### src/rtl/pc_fetch_ctrl.sv
// Fetch sequencer: next-PC selection, imem req/ack handshake, wrong-path squash.
// Latency: redirects reach o_next_pc combinationally; a new request issues the cycle after ack.
// Backpressure: i_stall holds the sequencer in IDLE after an ack; it is ignored while a request is outstanding.
//
// Ports:
//   i_clk, i_reset (async, active-low)
//   i_pc / o_next_pc                      : pc register readback and next value
//   i_stall                               : decode not accepting, blocks issue of a new fetch
//   i_branch_taken/_target, i_jump/_target, i_trap : redirect pulses (trap > jump > branch)
//   o_imem_req, o_imem_addr, i_imem_ack   : instruction memory handshake
//   o_instr_valid, o_instr_pc             : returned instruction is on the correct path
//   o_misaligned                          : accepted branch/jump target had [1:0] != 0
module pc_fetch_ctrl #(
  parameter logic [31:0] RESET_VECTOR = 32'h0000_0000,
  parameter logic [31:0] TRAP_VECTOR  = 32'h0000_0100
) (
  input  logic        i_clk,
  input  logic        i_reset,
  input  logic [31:0] i_pc,
  output logic [31:0] o_next_pc,
  input  logic        i_stall,
  input  logic        i_branch_taken,
  input  logic [31:0] i_branch_target,
  input  logic        i_jump,
  input  logic [31:0] i_jump_target,
  input  logic        i_trap,
  output logic        o_imem_req,
  output logic [31:0] o_imem_addr,
  input  logic        i_imem_ack,
  output logic        o_instr_valid,
  output logic [31:0] o_instr_pc,
  output logic        o_misaligned
);

  typedef enum logic [1:0] {
    BOOT  = 2'd0,
    IDLE  = 2'd1,
    FETCH = 2'd2
  } state_t;

  // Redirect priority encoding: larger value wins.
  localparam logic [1:0] PRIO_BRANCH = 2'd1;
  localparam logic [1:0] PRIO_JUMP   = 2'd2;
  localparam logic [1:0] PRIO_TRAP   = 2'd3;

  state_t      state_q;
  logic        pend_vld_q;
  logic [1:0]  pend_prio_q;
  logic [31:0] pend_tgt_q;

  logic        redir_vld;
  logic [1:0]  redir_prio;
  logic [31:0] raw_tgt;
  logic        redir_mis;
  logic [31:0] redir_tgt;
  logic        fetch_st;
  logic        ack_ok;
  logic        accept;

  // Same-cycle redirect arbitration.
  always_comb begin
    redir_vld  = i_trap | i_jump | i_branch_taken;
    redir_prio = 2'd0;
    raw_tgt    = i_branch_target;
    if (i_trap) begin
      redir_prio = PRIO_TRAP;
      raw_tgt    = TRAP_VECTOR;
    end else if (i_jump) begin
      redir_prio = PRIO_JUMP;
      raw_tgt    = i_jump_target;
    end else if (i_branch_taken) begin
      redir_prio = PRIO_BRANCH;
      raw_tgt    = i_branch_target;
    end
    // The trap vector is aligned by construction, so only branch/jump can misalign.
    redir_mis = redir_vld && !i_trap && (raw_tgt[1:0] != 2'b00);
    redir_tgt = redir_mis ? TRAP_VECTOR : raw_tgt;
  end

  assign fetch_st = (state_q == FETCH);
  assign ack_ok   = fetch_st && i_imem_ack;

  // A redirect is accepted when it is applied or latched. At ack an already
  // pending target wins, so a new redirect that cycle is not accepted.
  always_comb begin
    accept = 1'b0;
    if (!fetch_st) begin
      accept = redir_vld;
    end else if (ack_ok) begin
      accept = redir_vld && !pend_vld_q;
    end else begin
      accept = redir_vld && (!pend_vld_q || (redir_prio >= pend_prio_q));
    end
  end

  always_comb begin
    o_next_pc = i_pc;
    if (!i_reset) begin
      o_next_pc = RESET_VECTOR;
    end else begin
      case (state_q)
        BOOT:    o_next_pc = redir_vld ? redir_tgt : RESET_VECTOR;
        IDLE:    o_next_pc = redir_vld ? redir_tgt : i_pc;
        FETCH: begin
          if (ack_ok) begin
            if (pend_vld_q)     o_next_pc = pend_tgt_q;
            else if (redir_vld) o_next_pc = redir_tgt;
            else                o_next_pc = i_pc + 32'd4;
          end else begin
            o_next_pc = i_pc;
          end
        end
        default: o_next_pc = RESET_VECTOR;
      endcase
    end
  end

  // Request is a decode of registered state, so it drops with the async reset.
  assign o_imem_req    = fetch_st;
  assign o_imem_addr   = i_pc;
  assign o_instr_valid = ack_ok && !pend_vld_q && !redir_vld;
  assign o_instr_pc    = o_instr_valid ? i_pc : 32'h0000_0000;
  assign o_misaligned  = i_reset && accept && redir_mis;

  always_ff @(posedge i_clk or negedge i_reset) begin
    if (!i_reset) begin
      state_q     <= BOOT;
      pend_vld_q  <= 1'b0;
      pend_prio_q <= 2'd0;
      pend_tgt_q  <= 32'h0000_0000;
    end else begin
      case (state_q)
        BOOT: state_q <= IDLE;
        IDLE: if (!i_stall) state_q <= FETCH;
        FETCH: begin
          if (ack_ok) begin
            state_q    <= i_stall ? IDLE : FETCH;
            pend_vld_q <= 1'b0;
          end else if (accept) begin
            // Wrong-path fetch outstanding: remember where to go once it returns.
            pend_vld_q  <= 1'b1;
            pend_prio_q <= redir_prio;
            pend_tgt_q  <= redir_tgt;
          end
        end
        default: state_q <= BOOT;
      endcase
    end
  end

endmodule

### config.mk
export PLATFORM = sky130hd
export DESIGN_NAME = pc_fetch_ctrl
export DESIGN_NICKNAME = d
export VERILOG_FILES = /design/src/rtl/pc_fetch_ctrl.sv
export SDC_FILE = /design/constraint.sdc
export NUM_CORES = 1
export LEC_CHECK = 0
export ABC_AREA = 1
export CAP_MARGIN = 20
export CORE_MARGIN = 2
export CORE_UTILIZATION = 48
export DETAILED_ROUTE_END_ITERATION = 10
export GPL_TIMING_DRIVEN = 1
export PLACE_DENSITY = 0.86
export SYNTH_ARGS = -nofsm -noshare
export SYNTH_HDL_FRONTEND = slang
export SYNTH_SLANG_ARGS = --single-unit
### constraint.sdc
create_clock -name i_clk -period 4.41 [get_ports i_clk]
set_clock_uncertainty 0.15 [all_clocks]
set_input_delay 0.6615 -clock i_clk [delete_from_list [all_inputs] [get_ports i_clk]]
set_output_delay 0.6615 -clock i_clk [all_outputs]
set_load 0.02 [all_outputs]
==> summary.md, run 1 <==
| Metric | Value |
|---|---|
| Ys async rst share | `100%` |
| Final ANT Viol Nets | `0` |
| Switching Fraction | `45.8%` |
| Critical R2R Launch | `state_q[0]` |
| Total congestion overflow | `0` |
| Diode count | `0` |
| Final period util | `93.7%` |
| Seq cells post-synth | `37` |
| Cell-internal power | `0.00115 W` |
| Hold/Removal Path Class | `input pin to asynchronous set/reset pin` |
| Top Family by Delay on Critical Path | `buffers and inverters` |
| Post-CTS sizing | `0` |
| Synth top area share | `23.7%` |
| Vias in the first global route | `5,699` |
| Worst Reg-to-Reg Cells | `10` |
| Share of cells above drive strength 1 | `8.06%` |
| VDD IR max | `0.193 mV` |
| Worst slew pin tran | `0.534 ns` |
| Dpl ws | `0.306 ns` |
| Clock Sink Count | `37` |
| CP cell instances | `clkdlybuf4s50_1, inv_1, nor2_2, nand2_2, nor2_2, nand3_1, nand2_1, nand3_1, nand2_1, nand2_1, a21oi_1, clkdlybuf4s50_1` |
| Total die area | `11,100 sq um` |
| CTS max path bufs | `2` |
| Worst setup SP type | `input pin` |
| Yosys warns | `0` |
| Gr usage total | `31.6%` |
| Post-synthesis cell type with the largest combined area | `nand2_1` |
| CTS Buf Count | `5` |
| Worst R2R End | `pend_tgt_q[22]` |
| Die span in y | `105 um` |
| GR peak layer | `met2` |
| Setup Viol. Count Final | `0` |
| Initial Util | `49.9%` |
| Initial antenna violation count | `0` |
| Most frequent CP cell | `nand2_1` |
| Final count of pins violating max slew | `0` |
| Core box area | `9860 sq um` |
| Syn Nets | `988` |
| Clock power frac | `14.5%` |
| CTS tree | `done` |
| Crit-path max cell delay | `0.66 ns` |
| Main synth FF type | `dfrtp_1` |
| Top-count cell post-synth | `nand2_1` |
| Num rows | `36` |
| Fmax | `242 MHz` |
| Synth Area per Inst | `5.59 sq um` |
| Ports | `202` |
| Number of iterations in the first detailed-routing pass | `6` |
| CP required | `3.60 ns` |
| Max Cap Viol | `0` |
| Synth top area cells | `nand2_1 (24%), dfrtp_1 (19%), nor2_1 (9.8%), a21oi_1 (6.9%), buf_4 (5.6%)` |
| Drt wl/cell | `15.3 um` |
| H-tree levels | `2` |
| Met3 global-route usage | `7.79%` |
| Critical path buffers and inverters | `3` |
| Post-layout util | `70.3%` |
| # placed instances | `1,167` |
| Detailed Route WL | `17.9 mm` |
| Power consumption | `0.00213 W` |
| CP Class | `input pin to output port` |
| GR Layer Usage met1 | `44.5%` |
| Synth cell count leaders | `nand2_1 (311), nor2_1 (128), a21oi_1 (68)` |
| Area Overhead vs Synth | `40.8%` |
| CP max-delay cell | `clkdlybuf4s50_1` |
| Clk pin slew, worst setup/hold paths | `0.08 ns` |
| Post-synthesis instance total | `882` |
| Global-route wire length before repair | `28.8 mm` |
| Endpoint class of the critical path | `output port` |
| R2r setup slk | `1.51 ns` |
| TNS Setup | `0 ns` |
| DRT iter0 DRCs | `668` |
| Die Wd | `105 um` |
| Final estimated routing congestion in global placement | `0.955` |
| Lkg Pwr | `3.11 nW` |
| CP Max Fanout | `12` |
| Final hold violations | `0` |
| Drt drc | `0` |
| Mapped Area | `4930 sq um` |
| Seq pwr share | `24.4%` |
| Cts-stage hold buffer count | `0` |
| Power share of the combinational group | `61.1%` |
| Vias | `6,328` |
| Post-detail-place hpwl | `14.3 mm` |
| Status | `complete, no violations` |
| Largest net degree at the start of global routing | `40` |
| RSZ-0062 raised after global routing | `no` |
| Distinct cell type count after synthesis | `36` |
| Slew headroom | `64.4%` |
| P_sw | `0.000977 W` |
| Register area share after synthesis | `18.8%` |
| DR vias/cell | `5.39` |
| Final critical-path setup slack | `0.276 ns` |
| Final std cells w/o fill | `1,175` |
| Pwr Density | `307 nW/um^2` |
| EDFF count, synth | `0` |
| Fin crit period | `4.13 ns` |
| Critical path data arrival time | `3.32 ns` |
| Worst skew pair latency | `0.28 ns` |
| Grt met2 use | `48.5%` |
| I/O Buffers | `201` |
| Post-CTS Setup Bufs | `0` |
| CTS root buf | `clkbuf_8` |
| Final net count | `1,147` |
## metal layers
layer / wire [um] / share of wire (%)
met1: 7680 / 43
met2: 7730 / 43
met3: 2210 / 12
met4: 323 / 1.8
met5: 0 / 0
## worst max path at each step
stage / end / from / cells past startpoint / slack, ns
6_report: o_next_pc[26] / i_pc[5] / 12 / 0.28
3_3_place_gp: o_next_pc[26] / i_pc[2] / 13 / 0.31
4_1_cts: o_next_pc[26] / i_pc[2] / 13 / 0.31
3_5_place_dp: o_next_pc[26] / i_pc[2] / 13 / 0.31
5_1_grt: o_next_pc[16] / i_pc[2] / 13 / 0.07
2_1_floorplan: o_misaligned / i_trap / 10 / 1.47
## cells in the final DEF (no fill, tap or decap), types with 4 or more instances in the layout
master	instances
nor3_1	8
o211ai_1	22
nand2_2	6
nand4_1	4
inv_2	8
clkdlybuf4s50_1	200
o21ai_1	16
dfrtp_1	37
o22ai_1	21
o21ai_2	16
nand2_1	311
o21ai_0	18
nor2_1	128
buf_4	30
a21oi_1	68
inv_1	63
nand3_1	50
clkbuf_8	6
## power by group through the flow
stage	registers, W	logic, W	clock network [W]
floorplan	0.000481	0.000863	0
global placement	0.000514	0.00127	0
detailed placement	0.000519	0.00128	0
CTS	0.000513	0.00129	0.000310
global route	0.000525	0.00142	0.000328
finish	0.000519	0.00130	0.000309
## logic make-up (layout without fill, tap and decap cells)
| group | count (synthesis) | after routing | synth area share (%) |
|---|---|---|---|
| XOR/XNOR | 3 | 3 | 0.533 |
| AO/OA/AOI/OAI | 166 | 166 | 20.1 |
| adder cells (fa/ha/maj) | 3 | 3 | 0.762 |
| buffers and inverters | 151 | 311 | 16.2 |
| flip-flops | 37 | 37 | 18.8 |
| AND/OR/NAND/NOR | 522 | 522 | 43.7 |
## final cells by class
class | count | area (sq um)
multi-input cells | 694 | 3200
fillers | 861 | 2930
repair buffers | 232 | 2250
flip-flops and latches | 37 | 926
inverters | 71 | 267
well taps | 133 | 166
clock buffers | 6 | 82.6
clock inverters | 2 | 37.5
## state kept, by name, indices dropped and copies added (netlist names)
name         count
pend_prio_q      2
pend_tgt_q      32
state_q          2
pend_vld_q       1
## through the flow
stage / hold slack [ns] / instance area [sq um]
finish: 0.158 / 6940
global route: 0.169 / 6940
CTS: 0.162 / 6940
detailed placement: 0.320 / 6820
global placement: 0.317 / 6820
floorplan: 0.216 / 4930
No activity file was read; power rests on OpenSTA's default activity.
==> run 2: changes to the inputs <==
--- a/config.mk
+++ b/config.mk
@@ -11,7 +11,7 @@
 export CORE_UTILIZATION = 48
 export DETAILED_ROUTE_END_ITERATION = 10
 export GPL_TIMING_DRIVEN = 1
-export PLACE_DENSITY = 0.86
+export PLACE_DENSITY = 0.94
 export SYNTH_ARGS = -nofsm -noshare
 export SYNTH_HDL_FRONTEND = slang
 export SYNTH_SLANG_ARGS = --single-unit
==> run 2 against run 1 <==
Global-route usage is 0.61 points higher. Sequential share of layout area up 0.11 points. Total power down 0.36%. Sequential power down 2%. Count of clock-buffer cells in the layout unchanged. Flip-flop and latch count did not move. Die area unchanged. Hold slack improved by 0.12 ns. Setup slack worse by 0.039 ns.
==> summary.md, run 2 (synthesized netlist as in run 1, its figures left out) <==
| Metric | Value |
|---|---|
| H-tree levels | `2` |
| Share of cells above drive strength 1 | `7.17%` |
| Status | `complete, no violations` |
| CP Class | `input pin to output port` |
| Seq pwr share | `24.0%` |
| Core box area | `9860 sq um` |
| Final ANT Viol Nets | `0` |
| Final Hold Slack | `0.276 ns` |
| Final period util | `94.6%` |
| Critical path buffers and inverters | `3` |
| Crit-path max cell delay | `0.62 ns` |
| Most common cell after layout, fill and taps aside | `nand2_1` |
| Die span in y | `105 um` |
| Final hold violations | `0` |
| Ports | `202` |
| Worst slew pin tran | `0.570 ns` |
| Fmax | `240 MHz` |
| Final std cells w/o fill | `1,165` |
| CP Max Fanout | `27` |
| Pwr Density | `309 nW/um^2` |
| Switching Fraction | `45.9%` |
| P_sw | `0.000974 W` |
| Clk pin slew, worst setup/hold paths | `0.08 ns` |
| Metal-1 WL | `7.67 mm` |
| Met3 WL | `1.97 mm` |
| CTS max path bufs | `2` |
| Lkg Pwr | `3.07 nW` |
| Met2 wire len | `8.09 mm` |
| Detailed Route WL | `18.2 mm` |
| Max layer used | `met4` |
| DRT iter0 DRCs | `755` |
| CTS tree | `done` |
| Power share of the combinational group | `61.3%` |
| Post-detail-place hpwl | `14.1 mm` |
| VDD IR max | `0.198 mV` |
| Post-layout util | `69.7%` |
| Number of iterations in the first detailed-routing pass | `7` |
| Worst skew pair latency | `0.30 ns` |
| Fin crit period | `4.17 ns` |
| Clock Sink Count | `37` |
| Largest net degree at the start of global routing | `51` |
| Final net count | `1,137` |
| Slew headroom | `62.0%` |
| CP cell instances | `clkdlybuf4s50_1, inv_2, a21oi_1, nand3_2, nand2_1, nor2_1, nand2_1, nand2_1, nand2_1, nand2_1, a21oi_1, clkdlybuf4s50_1` |
| CP max-delay cell | `clkdlybuf4s50_1` |
| Initial antenna violation count | `0` |
| Num rows | `36` |
| Hold/Removal Path Class | `input pin to asynchronous set/reset pin` |
| Initial Util | `49.9%` |
| Most frequent cells in the layout | `nand2_1 (311), clkdlybuf4s50_1 (200), nor2_1 (128)` |
| TNS Setup | `0 ns` |
| Endpoint class of the critical path | `output port` |
| Total die area | `11,100 sq um` |
| Top Family by Delay on Critical Path | `buffers and inverters` |
| Area Overhead vs Synth | `39.6%` |
| Cell-internal power | `0.00115 W` |
| Max Cap Viol | `0` |
| Final estimated routing congestion in global placement | `1.01` |
| Max reg flops | `32` |
| Diode count | `0` |
| Vias in the first global route | `5,955` |
| # placed instances | `1,157` |
| Global-route wire length before repair | `29.3 mm` |
| Critical path data arrival time | `3.36 ns` |
| DR vias/cell | `5.51` |
| Clock power frac | `14.7%` |
| CTS root buf | `clkbuf_8` |
| I/O Buffers | `201` |
| Drt wl/cell | `15.6 um` |
| CP required | `3.60 ns` |
| Vias | `6,419` |
| Drt drc | `0` |
| Die Wd | `105 um` |
| Largest register by flop count | `pend_tgt_q` |
| RSZ-0062 raised after global routing | `no` |
| Most frequent CP cell | `nand2_1` |
| Setup Viol. Count Final | `0` |
| CTS Buf Count | `5` |
| Final count of pins violating max slew | `0` |
| Worst setup SP type | `input pin` |
| Top flop regs | `pend_tgt_q x32, pend_prio_q x2, state_q x2` |
| Gr usage total | `32.2%` |
| Total congestion overflow | `0` |
## run 2: cell types whose count changed in the layout (fill, tap and decap cells not counted)
| cell | previous run | this run |
|---|---|---|
| buf_4 | 30 | 19 |
| buf_12 | 1 | 2 |
| nor2_2 | 3 | 2 |
| nor2_4 | 3 | 4 |
## run 2: power by group through the flow
stage	Sequential, W	Clock, W	Combinational (W)
after floorplan	0.000481	0	0.000863
after global placement	0.000507	0	0.00126
after detailed placement	0.000511	0	0.00128
after CTS	0.000505	0.000313	0.00129
after global routing	0.000518	0.000329	0.00141
final	0.000509	0.000313	0.00130
## run 2: worst register-to-register path, cell delays in order (launching register included)
cell,delay [ns]
dfrtp_1,0.56
inv_2,0.09
nand2_4,0.28
nor2_4,0.08
nand2_2,0.37
nand4_4,0.16
o21ai_2,0.11
nand3_2,0.32
buf_12,0.32
nand2_1,0.09
o21ai_0,0.09
## run 2: path summary, 6_finish.rpt
check | from | end | slack [ns] | cells after the start
max reg2reg | state_q[0] | pend_tgt_q[10] | 1.65 | 10
max in group asynchronous | i_reset | pend_tgt_q[14] | 3.49 | 2
max | i_jump | o_next_pc[8] | 0.24 | 12
min in group i_clk | pend_tgt_q[25] | pend_tgt_q[25] | 0.34 | 2
min reg2reg | pend_tgt_q[25] | pend_tgt_q[25] | 0.34 | 2
min | i_reset | state_q[0] | 0.28 | 2
## run 2: final cells by class
| type | instances | area, sq um |
|---|---|---|
| sequential | 37 | 926 |
| timing repair buffer | 222 | 2190 |
| clock buffer | 6 | 82.6 |
| clock inverter | 2 | 37.5 |
| inverter | 71 | 267 |
| fill | 868 | 2990 |
| multi-input combinational | 694 | 3210 |
| tap | 133 | 166 |
## run 2: repair_timing
action | 4_1_cts | 5_1_grt
endpoints found under the setup margin | 0 | 1
hold buffers | 0 | 0
buffers inserted | 0 | 0
resized for setup | 0 | 1
## run 2: through the flow
stage                     total power [W]  area, sq um  setup slack, ns
after global routing              0.00226         6880          0.00783
after detailed placement          0.00179         6750            0.234
after CTS                         0.00211         6870            0.222
after floorplan                   0.00134         4930             1.47
final                             0.00212         6880            0.237
after global placement            0.00177         6750            0.267
## run 2: per-layer routing
layer  global-route usage (%)  vias up
li1                         -     3105
met1                     44.6     2827
met2                     51.1      441
met3                     5.57       46
met4                     9.52        0
met5                        0        -
